File: src/rtl/axi_slave_write_ctrl_pkg.sv
// Shared AXI field widths, encodings and payload types for the slave write path.
package axi_slave_write_ctrl_pkg;

  localparam int unsigned AXI_IDS_BITS   = 8;
  localparam int unsigned AXI_ADDR_BITS  = 32;
  localparam int unsigned AXI_LEN_BITS   = 4;
  localparam int unsigned AXI_SIZE_BITS  = 3;
  localparam int unsigned AXI_BURST_BITS = 2;
  localparam int unsigned AXI_RESP_BITS  = 2;
  localparam int unsigned AXI_DATA_BITS  = 32;
  localparam int unsigned AXI_STRB_BITS  = AXI_DATA_BITS / 8;

  localparam logic [AXI_RESP_BITS-1:0]  AXI_RESP_OKAY   = 2'b00;
  localparam logic [AXI_RESP_BITS-1:0]  AXI_RESP_SLVERR = 2'b10;
  localparam logic [AXI_BURST_BITS-1:0] AXI_BURST_FIXED = 2'b00;
  localparam logic [AXI_BURST_BITS-1:0] AXI_BURST_INCR  = 2'b01;
  localparam logic [AXI_SIZE_BITS-1:0]  AXI_SIZE_WORD   = 3'b010;

  // Write-response payload held while B is pending.
  typedef struct packed {
    logic [AXI_IDS_BITS-1:0]  id;
    logic [AXI_RESP_BITS-1:0] resp;
  } b_rsp_t;

  // Only full-word FIXED/INCR bursts can be mapped onto the word memory.
  function automatic logic aw_unsupported(input logic [AXI_SIZE_BITS-1:0]  size,
                                          input logic [AXI_BURST_BITS-1:0] burst);
    return (size != AXI_SIZE_WORD) ||
           !((burst == AXI_BURST_FIXED) || (burst == AXI_BURST_INCR));
  endfunction

endpackage

File: src/rtl/axi_burst_addr_gen.sv
// Word-address sequencer for one AXI burst: FIXED/INCR stepping, beat count,
// end-of-burst and length-mismatch detection.
module axi_burst_addr_gen
  import axi_slave_write_ctrl_pkg::*;
#(
  parameter int unsigned ADDR_BITS = 14
) (
  input  logic                      clk,
  input  logic                      rst,
  input  logic                      load,
  input  logic [ADDR_BITS-1:0]      start_addr,
  input  logic [AXI_LEN_BITS-1:0]   len,
  input  logic [AXI_BURST_BITS-1:0] burst,
  input  logic                      step,
  input  logic                      last,
  output logic [ADDR_BITS-1:0]      addr,
  output logic                      burst_end_c,
  output logic                      len_err_c
);

  logic [ADDR_BITS-1:0]      addr_q;
  logic [AXI_LEN_BITS-1:0]   cnt_q;
  logic [AXI_LEN_BITS-1:0]   len_q;
  logic [AXI_BURST_BITS-1:0] burst_q;
  logic                      cnt_hit;

  always_ff @(posedge clk) begin
    if (rst) begin
      addr_q  <= '0;
      cnt_q   <= '0;
      len_q   <= '0;
      burst_q <= '0;
    end else if (load) begin
      addr_q  <= start_addr;
      cnt_q   <= '0;
      len_q   <= len;
      burst_q <= burst;
    end else if (step) begin
      // INCR wraps naturally at the top of the word space; FIXED holds.
      if (burst_q == AXI_BURST_INCR) begin
        addr_q <= addr_q + ADDR_BITS'(1);
      end
      cnt_q <= cnt_q + AXI_LEN_BITS'(1);
    end
  end

  assign cnt_hit     = (cnt_q == len_q);
  assign addr        = addr_q;
  assign burst_end_c = step & (last | cnt_hit);
  assign len_err_c   = burst_end_c & (last ^ cnt_hit);

endmodule

File: src/rtl/axi_slave_write_ctrl.sv
// Single-outstanding AXI write slave: AW accept, W burst to byte-masked
// word memory writes, then one B response.
module axi_slave_write_ctrl
  import axi_slave_write_ctrl_pkg::*;
#(
  parameter int unsigned MEM_ADDR_BITS = 14
) (
  input  logic                      clk,
  input  logic                      rst,
  input  logic [AXI_IDS_BITS-1:0]   awid_i,
  input  logic [AXI_ADDR_BITS-1:0]  awaddr_i,
  input  logic [AXI_LEN_BITS-1:0]   awlen_i,
  input  logic [AXI_SIZE_BITS-1:0]  awsize_i,
  input  logic [AXI_BURST_BITS-1:0] awburst_i,
  input  logic                      awvalid_i,
  output logic                      awready_o,
  input  logic [AXI_DATA_BITS-1:0]  wdata_i,
  input  logic [AXI_STRB_BITS-1:0]  wstrb_i,
  input  logic                      wlast_i,
  input  logic                      wvalid_i,
  output logic                      wready_o,
  output logic [AXI_IDS_BITS-1:0]   bid_o,
  output logic [AXI_RESP_BITS-1:0]  bresp_o,
  output logic                      bvalid_o,
  input  logic                      bready_i,
  output logic                      mem_cs_o,
  output logic [AXI_STRB_BITS-1:0]  mem_we_o,
  output logic [MEM_ADDR_BITS-1:0]  mem_addr_o,
  output logic [AXI_DATA_BITS-1:0]  mem_di_o
);

  typedef enum logic [1:0] {
    IDLE = 2'd0,
    DATA = 2'd1,
    RESP = 2'd2
  } state_t;

  state_t                   state_q;
  state_t                   state_d;
  logic [AXI_IDS_BITS-1:0]  id_q;
  logic                     err_q;
  logic                     aw_hs;
  logic                     w_hs;
  logic                     burst_end_c;
  logic                     len_err_c;
  logic [MEM_ADDR_BITS-1:0] word_addr;
  b_rsp_t                   b_rsp;
  logic                     unused_awaddr;

  // Handshakes are suppressed during reset so nothing is accepted that cycle.
  assign aw_hs = ~rst & (state_q == IDLE) & awvalid_i;
  assign w_hs  = ~rst & (state_q == DATA) & wvalid_i;

  // Only the word-address slice of awaddr reaches the memory.
  assign unused_awaddr = ^awaddr_i;

  axi_burst_addr_gen #(
    .ADDR_BITS (MEM_ADDR_BITS)
  ) u_addr_gen (
    .clk         (clk),
    .rst         (rst),
    .load        (aw_hs),
    .start_addr  (awaddr_i[MEM_ADDR_BITS+1:2]),
    .len         (awlen_i),
    .burst       (awburst_i),
    .step        (w_hs),
    .last        (wlast_i),
    .addr        (word_addr),
    .burst_end_c (burst_end_c),
    .len_err_c   (len_err_c)
  );

  always_ff @(posedge clk) begin
    if (rst) begin
      state_q <= IDLE;
    end else begin
      state_q <= state_d;
    end
  end

  always_comb begin
    state_d   = state_q;
    awready_o = 1'b0;
    wready_o  = 1'b0;
    bvalid_o  = 1'b0;
    mem_cs_o  = 1'b0;
    mem_we_o  = '0;
    if (!rst) begin
      unique case (state_q)
        IDLE: begin
          awready_o = 1'b1;
          if (aw_hs) begin
            state_d = DATA;
          end
        end
        DATA: begin
          wready_o = 1'b1;
          if (w_hs) begin
            // Errored bursts are absorbed without touching memory.
            mem_cs_o = ~err_q;
            mem_we_o = err_q ? '0 : wstrb_i;
            if (burst_end_c) begin
              state_d = RESP;
            end
          end
        end
        RESP: begin
          bvalid_o = 1'b1;
          if (bready_i) begin
            state_d = IDLE;
          end
        end
        default: state_d = IDLE;
      endcase
    end
  end

  // Transaction context: ID and sticky error flag.
  always_ff @(posedge clk) begin
    if (rst) begin
      id_q  <= '0;
      err_q <= 1'b0;
    end else if (aw_hs) begin
      id_q  <= awid_i;
      err_q <= aw_unsupported(awsize_i, awburst_i);
    end else if (len_err_c) begin
      err_q <= 1'b1;
    end
  end

  assign b_rsp.id   = id_q;
  assign b_rsp.resp = err_q ? AXI_RESP_SLVERR : AXI_RESP_OKAY;

  assign bid_o      = bvalid_o ? b_rsp.id   : '0;
  assign bresp_o    = bvalid_o ? b_rsp.resp : '0;
  assign mem_addr_o = word_addr;
  assign mem_di_o   = wdata_i;

endmodule

File: config.mk
export PLATFORM = sky130hd
export DESIGN_NAME = axi_slave_write_ctrl
export DESIGN_NICKNAME = d
export VERILOG_FILES = /design/src/rtl/axi_slave_write_ctrl_pkg.sv /design/src/rtl/axi_burst_addr_gen.sv /design/src/rtl/axi_slave_write_ctrl.sv
export SDC_FILE = /design/constraint.sdc
export NUM_CORES = 1
export LEC_CHECK = 0
export ABC_CLOCK_PERIOD_IN_PS = 3650
export CAP_MARGIN = 20
export CORE_ASPECT_RATIO = 1.75
export CORE_MARGIN = 2
export CORE_UTILIZATION = 37
export CTS_BUF_LIST = sky130_fd_sc_hd__clkbuf_8
export DETAILED_ROUTE_END_ITERATION = 10
export PLACE_DENSITY = 0.95
export SYNTH_ARGS = -nofsm -noshare
export SYNTH_HDL_FRONTEND = slang
export SYNTH_SLANG_ARGS = --single-unit
File: constraint.sdc
create_clock -name clk -period 3.65 [get_ports clk]
set_input_delay 0.365 -clock clk [delete_from_list [all_inputs] [get_ports clk]]
set_output_delay 0.365 -clock clk [all_outputs]
set_load 0.1 [all_outputs]
# Word-level counts from Yosys, hierarchy flattened
# Cells that the tools add are included.
# classes
add_sub_neg,2
eq_ne,10
mux,26
bitwise,10
n_reduce_logical,11
# op_table
cell,count
$mux W14,3
$mux W4,4
$add A14 B1 Y14 const B,1
$mux W2,6
$mux W1,11
$mux W8,1
$and A1 B1 Y1,6
$eq A2 B1 Y1 const B,3
$pmux W2 S3,1
$reduce_bool A2 Y1,3
$add A4 B1 Y4 const B,1
$eq A4 B4 Y1,1
$logic_not A2 Y1,2
$ne A2 B1 Y1 const B,2
$ne A2 B2 Y1 const B,2
$reduce_and A4 Y1,1
$ne A3 B2 Y1 const B,1
$eq A2 B2 Y1 const B,1
$logic_or A1 B1 Y1,2
$not A1 Y1,2
$reduce_and A2 Y1,1
$reduce_or A2 Y1,1
$logic_not A1 Y1,1
$or A1 B1 Y1,1
$xor A1 B1 Y1,1
# word_totals
reg_bits,35

# Longest topological paths before layout
# Gate-level depths: netlist (run 1).
# depth
word_depth,7
depth_mapped,6
depth_no_buf,6

# Modules after synthesis
# Synthesis (run 1) repeated with hierarchy kept, for this count alone.
# unflattened
cells_unflattened,244
hier_area_um2,2084.5
# modules_own_cells
module,instances,cells_each,area_per_inst_um2
axi_burst_addr_gen,1,143,1296.2
axi_slave_write_ctrl,1,101,788.3

# Worst setup path before layout (run 1)
# Ideal clock, no wire load.
# synth_timing
path_kind,input port to output port
start,input port rst
end,output port mem_we_o[0]
arrival_ns,2.962
path_slack_ns,0.323
path_stages,4
path_buffers,1
path_cell_list,nand4bb_1 buf_6 nor2_1 and2_1
# synth_between
elab_chain_len,6
# synth_rtl
element,line,text
"start, declared",axi_slave_write_ctrl.sv:9,"input logic rst,"
$not A1 Y1,axi_slave_write_ctrl.sv:52,assign w_hs = ~rst & (state_q == DATA) & wvalid_i;
$and A1 B1 Y1 (2 in series),axi_slave_write_ctrl.sv:52,
$mux W4,axi_slave_write_ctrl.sv:98,if (w_hs) begin
$mux W4,axi_slave_write_ctrl.sv:89,unique case (state_q)
$mux W4 (*),axi_slave_write_ctrl.sv:88,if (!rst) begin
"end, declared",axi_slave_write_ctrl.sv:27,"output logic [AXI_STRB_BITS-1:0] mem_we_o,"
# Mark *: on every way between the ends. The rest lies on a longest branch, timed or not.

# Final worst setup path (run 1)
# layout_timing
start,input port rst
end,output port mem_we_o[3]
# The elaborated chain is that of the path after synthesis.

==> results of run 1 <==
power by group through the flow:
| stage | Sequential, mW | Clock, mW | Combinational (mW) |
|---|---|---|---|
| floorplan | 0.539 | 0 | 0.295 |
| global placement | 0.450 | 0 | 0.322 |
| detailed placement | 0.452 | 0 | 0.327 |
| CTS | 0.443 | 0.427 | 0.328 |
| global route | 0.448 | 0.443 | 0.346 |
| finish | 0.443 | 0.417 | 0.326 |
cell type report:
class | instances | area (µm²) | area share [%]
clock buffers | 5 | 68.8 | 2.44
inverters | 4 | 15.0 | 0.533
multi-input cells | 152 | 1000 | 35.6
well taps | 55 | 68.8 | 2.44
clock inverters | 3 | 67.6 | 2.40
flip-flops and latches | 35 | 701 | 24.9
repair buffers | 76 | 893 | 31.7
through the flow:
step           instances  cell area, µm²  setup slack, ns  power (mW)  utilization [%]
2_1_floorplan        237            2030            0.323       0.834                -
3_3_place_gp         322            2680             1.09       0.771             51.0
3_5_place_dp         322            2680             1.07       0.779             51.0
4_1_cts              330            2820             1.05        1.20             53.6
5_1_grt              330            2820            0.961        1.24             53.6
6_report             330            2820             1.10        1.19             53.6
worst paths after layout:
path	startpoint	to	slack, ns	cells after the start
worst max-delay path	rst	mem_we_o[3]	1.10	6
worst min-delay path	id_q[3]	id_q[3]	0.47	2
worst max register to register	state_q[1]	u_addr_gen.addr[6]	1.71	6
worst min register to register	id_q[3]	id_q[3]	0.47	2
worst register-to-register path: stages, from the launching register on:
cell	delay (ns)
dfxtp_1	0.37
nand4bb_1	0.35
buf_4	0.28
nor3_4	0.30
nand4_1	0.16
xor2_1	0.24
a211oi_2	0.10
layout by cell type, fill, tap and decap left out, types with 3 or more instances in the layout:
cell type	count
nand4_1	6
nand3b_1	15
clkdlybuf4s50_1	54
a211oi_2	5
clkbuf_8	5
nor2_1	15
buf_12	15
a211oi_1	9
xnor2_1	7
nand2_1	36
inv_1	4
ha_1	3
and2_1	14
nor3_1	6
xor2_1	11
buf_4	7
nand3_1	4
dfxtp_1	35
routing by layer:
metal  track usage [%]  up-vias
li1                  -      837
met3              3.67       28
met1              18.7      779
met2              29.6       62
met5                 0        -
met4              11.3        0
cells by family (layout without fill, tap and decap cells):
group                      Yosys count  count (layout)
and+or+nand+nor                    109             109
buffers and inverters               50              88
DFF                                 35              35
AOI/OAI and AO/OA                   19              19
xor gates and xnor gates            18              18
adders and majority gates            3               3
muxes                                2               2
other                                1               1
registers in the layout, summed over array words and instances, names as in the netlist:
signal and flops:
u_addr_gen.addr 14, id_q 8, u_addr_gen.cnt_q 4, u_addr_gen.len_q 4, state_q 2, u_addr_gen.burst_q 2, err_q 1
==> results.ini, run 1 <==
[outcome]
outcome = finished, final reports clean

[power_and_ir_drop]
switchingPower_mw = 0.384
p_leak_nw = 1.11
combPwrFrac_pct = 27.5
peakVddDrop_mv = 0.315
switching_share_pct = 32.4
pwr-share-clk_pct = 35.1
powerDensity_nw_per_um2 = 421
sequentialPowerShare_pct = 37.4
p_int_mw = 0.802

[worst_setup_path]
critPathArrivalTime_ns = 2.19
cp.required_ns = 3.28
crit_path_max_fanout = 5
cp.buffers_inverters = 3
crit_family = simple AND/OR/NAND/NOR gates
cp_slowest_cell = clkdlybuf4s50_1
crit_chain = clkdlybuf4s50_1 -> nand4bb_1 -> buf_4 -> nor2_1 -> and2_1 -> buf_12
critPathMaxStageDelay_ns = 0.42
critPathLaunchType = input pin
worst_setup_path_end_kind = primary output
critPathKind = in2out

[synth]
ys.flop_type = dfxtp_1
synth-async-reset-ratio_pct = 0
yosys.area.top_type = dfxtp_1
synth_top_family_by_area = simple AND/OR/NAND/NOR gates
yosysWarningCount = 0
synth_area_um2 = 2030
synth_common_cells = 36 x nand2_1, 35 x dfxtp_1, 33 x buf_4
syn_avg_cell_area_um2 = 8.55
syn-num-nets = 331
synth-xor-area-share_pct = 7.78
synth-simple-area-share_pct = 30.7
synth_area_leaders = dfxtp_1 35%, buf_4 12%, nand2_1 6.7%
netlist.area_leader.share_pct = 34.6
synthMuxAreaShare_pct = 0.988
yosysMostFrequentCell = nand2_1
netlist_instances = 237
synth_compound_area_share_pct = 8.09
yosysSeqAreaShare_pct = 34.6
synth_fa_ha_area_share_pct = 1.85
yosys_register_bits = 35
synth_edf_count = 0
ys_types = 36

[routing]
wire_per_inst_um = 15.2
wl_met2_um = 2660
via_per_inst = 5.17
highest_layer = met4
wl_um = 5010
met1_length_um = 1830
drc = 0
via_count = 1706
first_pass_iters = 4
wl_met3_um = 296
ant_nets = 0
drt_first_iter_violations = 37

[placement]
place.gp.congestion = 0.785
io_buffers = 71
hpwl_um = 3780

[floorplan]
start_util_pct = 38.6
fp.dieW_um = 60.0
num_io_pins = 155
fp.dieH_um = 102
core-area_um2 = 5260
rows = 35
dieArea_um2 = 6110

[finish]
num_antenna_cells = 0
drive_gt1_share_pct = 14.9
finalNetCount = 368
nFillCells = 478
area_growth_pct = 39.1

[run]
drv_cap = 0

[grt]
grt_usage_pct = 17.4
grt_max_degree = 39
antenna_found_initial = 0
grt_pass1_vias = 1697
grt_pass1_wl_um = 8060
grt_overflow = 0

[sta]
slew_headroom_pct = 35.1
holdWs_ns = 0.473
hold_violations = 0
setup_viol = 0
fmax_mhz = 392
rsz0062_at_grt = false
setup_tns_ns = 0
maxSlewViolCount = 0
fin_crit_sh_pct = 69.9
period_needed_ns = 2.55
finClkSkew_ns = 0.0109
worst_slew_pin_slew_ns = 0.971

[cts]
cts.clk_slew.worst_paths_ns = 0.07
numCtsBuffers = 5
root_buffer = clkbuf_8
clkLatencyLatePin_ns = 0.29
cts_sinks = 35
postCtsResizedCells = 0
cts_setup_buffers = 0
cts_hold_buf = 0
htreeDepth = 2
clock_path_buffers = 2
cts_tree = done

[worst_hold_path]
hold_class = reg2reg

(Power assumes the default switching activity.)
==> inputs of run 2 (changes only) <==
Settings changed: ABC_CLOCK_PERIOD_IN_PS 3650 to 2400, CORE_UTILIZATION 37 to 35, PLACE_DENSITY 0.95 to 0.93.
Clock period 3.65 ns to 2.4 ns, I/O delays scaled along.
==> results.ini, run 2 (same netlist as run 1, synthesis figures left out) <==
[cts]
cts.clk_slew.worst_paths_ns = 0.07  ; about the same
cts_sinks = 35  ; unchanged
postCtsResizedCells = 0  ; unchanged
cts_setup_buffers = 0  ; unchanged
clock_path_buffers = 2  ; unchanged
htreeDepth = 2  ; unchanged
numCtsBuffers = 5  ; unchanged
cts_hold_buf = 0  ; unchanged
cts_tree = done  ; unchanged
root_buffer = clkbuf_8  ; unchanged
clkLatencyLatePin_ns = 0.28  ; was 0.29 ns

[routing]
met1_length_um = 1830  ; unchanged
wire_per_inst_um = 14.1  ; was 15.2 µm
wl_met3_um = 258  ; was 296 µm
first_pass_iters = 4  ; unchanged
drt_first_iter_violations = 57  ; was 37
via_per_inst = 4.88  ; was 5.17
highest_layer = met4  ; unchanged
ant_nets = 0  ; unchanged
wl_um = 5020  ; was 5010 µm
wl_met2_um = 2730  ; was 2660 µm
drc = 0  ; unchanged
via_count = 1734  ; was 1706

[sta]
fmax_mhz = 503
finClkSkew_ns = 0.00734  ; was 0.0109 ns
setup_tns_ns = 0  ; unchanged
slew_headroom_pct = 66.8  ; was 35.1%
maxSlewViolCount = 0  ; unchanged
setup_viol = 0  ; unchanged
hold_violations = 0  ; unchanged
fin_crit_sh_pct = 82.8
rsz0062_at_grt = false  ; unchanged
worst_slew_pin_slew_ns = 0.491  ; was 0.971 ns
period_needed_ns = 1.99

[finish]
finalNetCount = 372  ; was 368
largest_reg_flops = 14  ; unchanged
final_common_cell = clkdlybuf4s50_1  ; unchanged
num_antenna_cells = 0  ; unchanged
drive_gt1_share_pct = 21.5  ; was 14.9%
area_growth_pct = 40.4  ; was 39.1%
layout_common_cells = 40 x clkdlybuf4s50_1, 36 x nand2_1, 35 x dfxtp_1  ; was 54 x clkdlybuf4s50_1, 36 x nand2_1, 35 x dfxtp_1
nFillCells = 534  ; was 478
instances_no_fill = 355  ; was 330

[grt]
grt_overflow = 0  ; unchanged
grt_pass1_wl_um = 8580  ; was 8060 µm
grt_usage_pct = 17.2  ; was 17.4%
antenna_found_initial = 0  ; unchanged
grt_max_degree = 23  ; was 39
grt_pass1_vias = 1858  ; was 1697

[floorplan]
core-area_um2 = 5590  ; was 5260 µm²
dieArea_um2 = 6440  ; was 6110 µm²
fp.dieW_um = 61.5  ; was 60.0 µm
fp.dieH_um = 105  ; was 102 µm
num_io_pins = 155  ; unchanged
start_util_pct = 36.3  ; was 38.6%
rows = 36  ; was 35

[run]
drv_cap = 0  ; unchanged

[power_and_ir_drop]
pwr-share-clk_pct = 25.2  ; was 35.1%
p_leak_nw = 1.15  ; was 1.11 nW
p_int_mw = 1.02  ; was 0.802 mW
powerDensity_nw_per_um2 = 560  ; was 421 nW/µm²
switching_share_pct = 36.1  ; was 32.4%
combPwrFrac_pct = 32.3  ; was 27.5%
fin_total_pwr_mw = 1.59  ; was 1.19 mW
switchingPower_mw = 0.576  ; was 0.384 mW
peakVddDrop_mv = 0.256  ; was 0.315 mV
sequentialPowerShare_pct = 42.5  ; was 37.4%

[worst_setup_path]
critPathKind = in2out  ; unchanged
worst_setup_path_end_kind = primary output  ; unchanged
crit_path_max_fanout = 22  ; was 5
critPathLaunchType = input pin  ; unchanged
r2r_slack_ns = 0.67  ; was 1.71 ns
cp.required_ns = 2.16  ; was 3.28 ns
critPathArrivalTime_ns = 1.75  ; was 2.19 ns

[placement]
io_buffers = 71  ; unchanged
hpwl_um = 3980  ; was 3780 µm
dpl.cell_count = 347  ; was 322
place.gp.congestion = 0.817  ; was 0.785

[worst_hold_path]
hold_class = reg2reg  ; unchanged

[outcome]
outcome = finished, final reports clean  ; unchanged

-- run 2: changes by cell type in the layout (fill, tap and decap cells not counted), moves of 2 or more --
cell	before	now
buf_4	7	22
clkdlybuf4s50_1	54	40
buf_12	15	18
bufinv_16	2	0
-- run 2: routing by layer --
metal,up-vias,GRT usage (%)
met4,0,9.12
met3,32,2.72
met5,-,0
li1,848,-
met1,796,18.2
met2,58,30.4
-- run 2: worst max-delay path, cell delays in order --
cell and delay, ns:
clkdlybuf4s50_1 0.45, buf_4 0.23, nor3b_1 0.20, buf_4 0.21, and2_1 0.21, buf_12 0.19
-- run 2: path summary, 6_finish.rpt --
check,from,to,cells after the start
worst max-delay path,rst,bid_o[4],6
worst min register to register,id_q[0],id_q[0],2
worst max register to register,state_q[1],u_addr_gen.addr[6],6
worst min-delay path,id_q[0],id_q[0],2
-- run 2: power groups by stage --
stage | sequential, mW | clock (mW) | combinational [mW]
after CTS | 0.677 | 0.416 | 0.520
after detailed placement | 0.690 | 0 | 0.518
after global routing | 0.684 | 0.439 | 0.548
final | 0.677 | 0.401 | 0.515
after floorplan | 0.822 | 0 | 0.452
after global placement | 0.687 | 0 | 0.509
-- run 2: final cells by class --
cell class	count	area, µm²	share of cell area [%]
flip-flops and latches	35	701	24.6
multi-input cells	152	1020	36.0
repair buffers	80	926	32.5
well taps	76	95.1	3.34
clock inverters	3	16.3	0.572
clock buffers	5	68.8	2.42
inverters	4	15.0	0.528
-- run 2: metrics by stage --
stage / cell area (µm²) / hold WS, ns / utilization, % / setup WS, ns
5_1_grt: 2850 / 0.480 / 50.9 / 0.337
3_3_place_gp: 2760 / 0.456 / 49.4 / 0.403
4_1_cts: 2850 / 0.476 / 50.9 / 0.430
6_report: 2850 / 0.473 / 50.9 / 0.413
2_1_floorplan: 2050 / 0.334 / - / 0.0927
3_5_place_dp: 2760 / 0.462 / 49.4 / 0.375
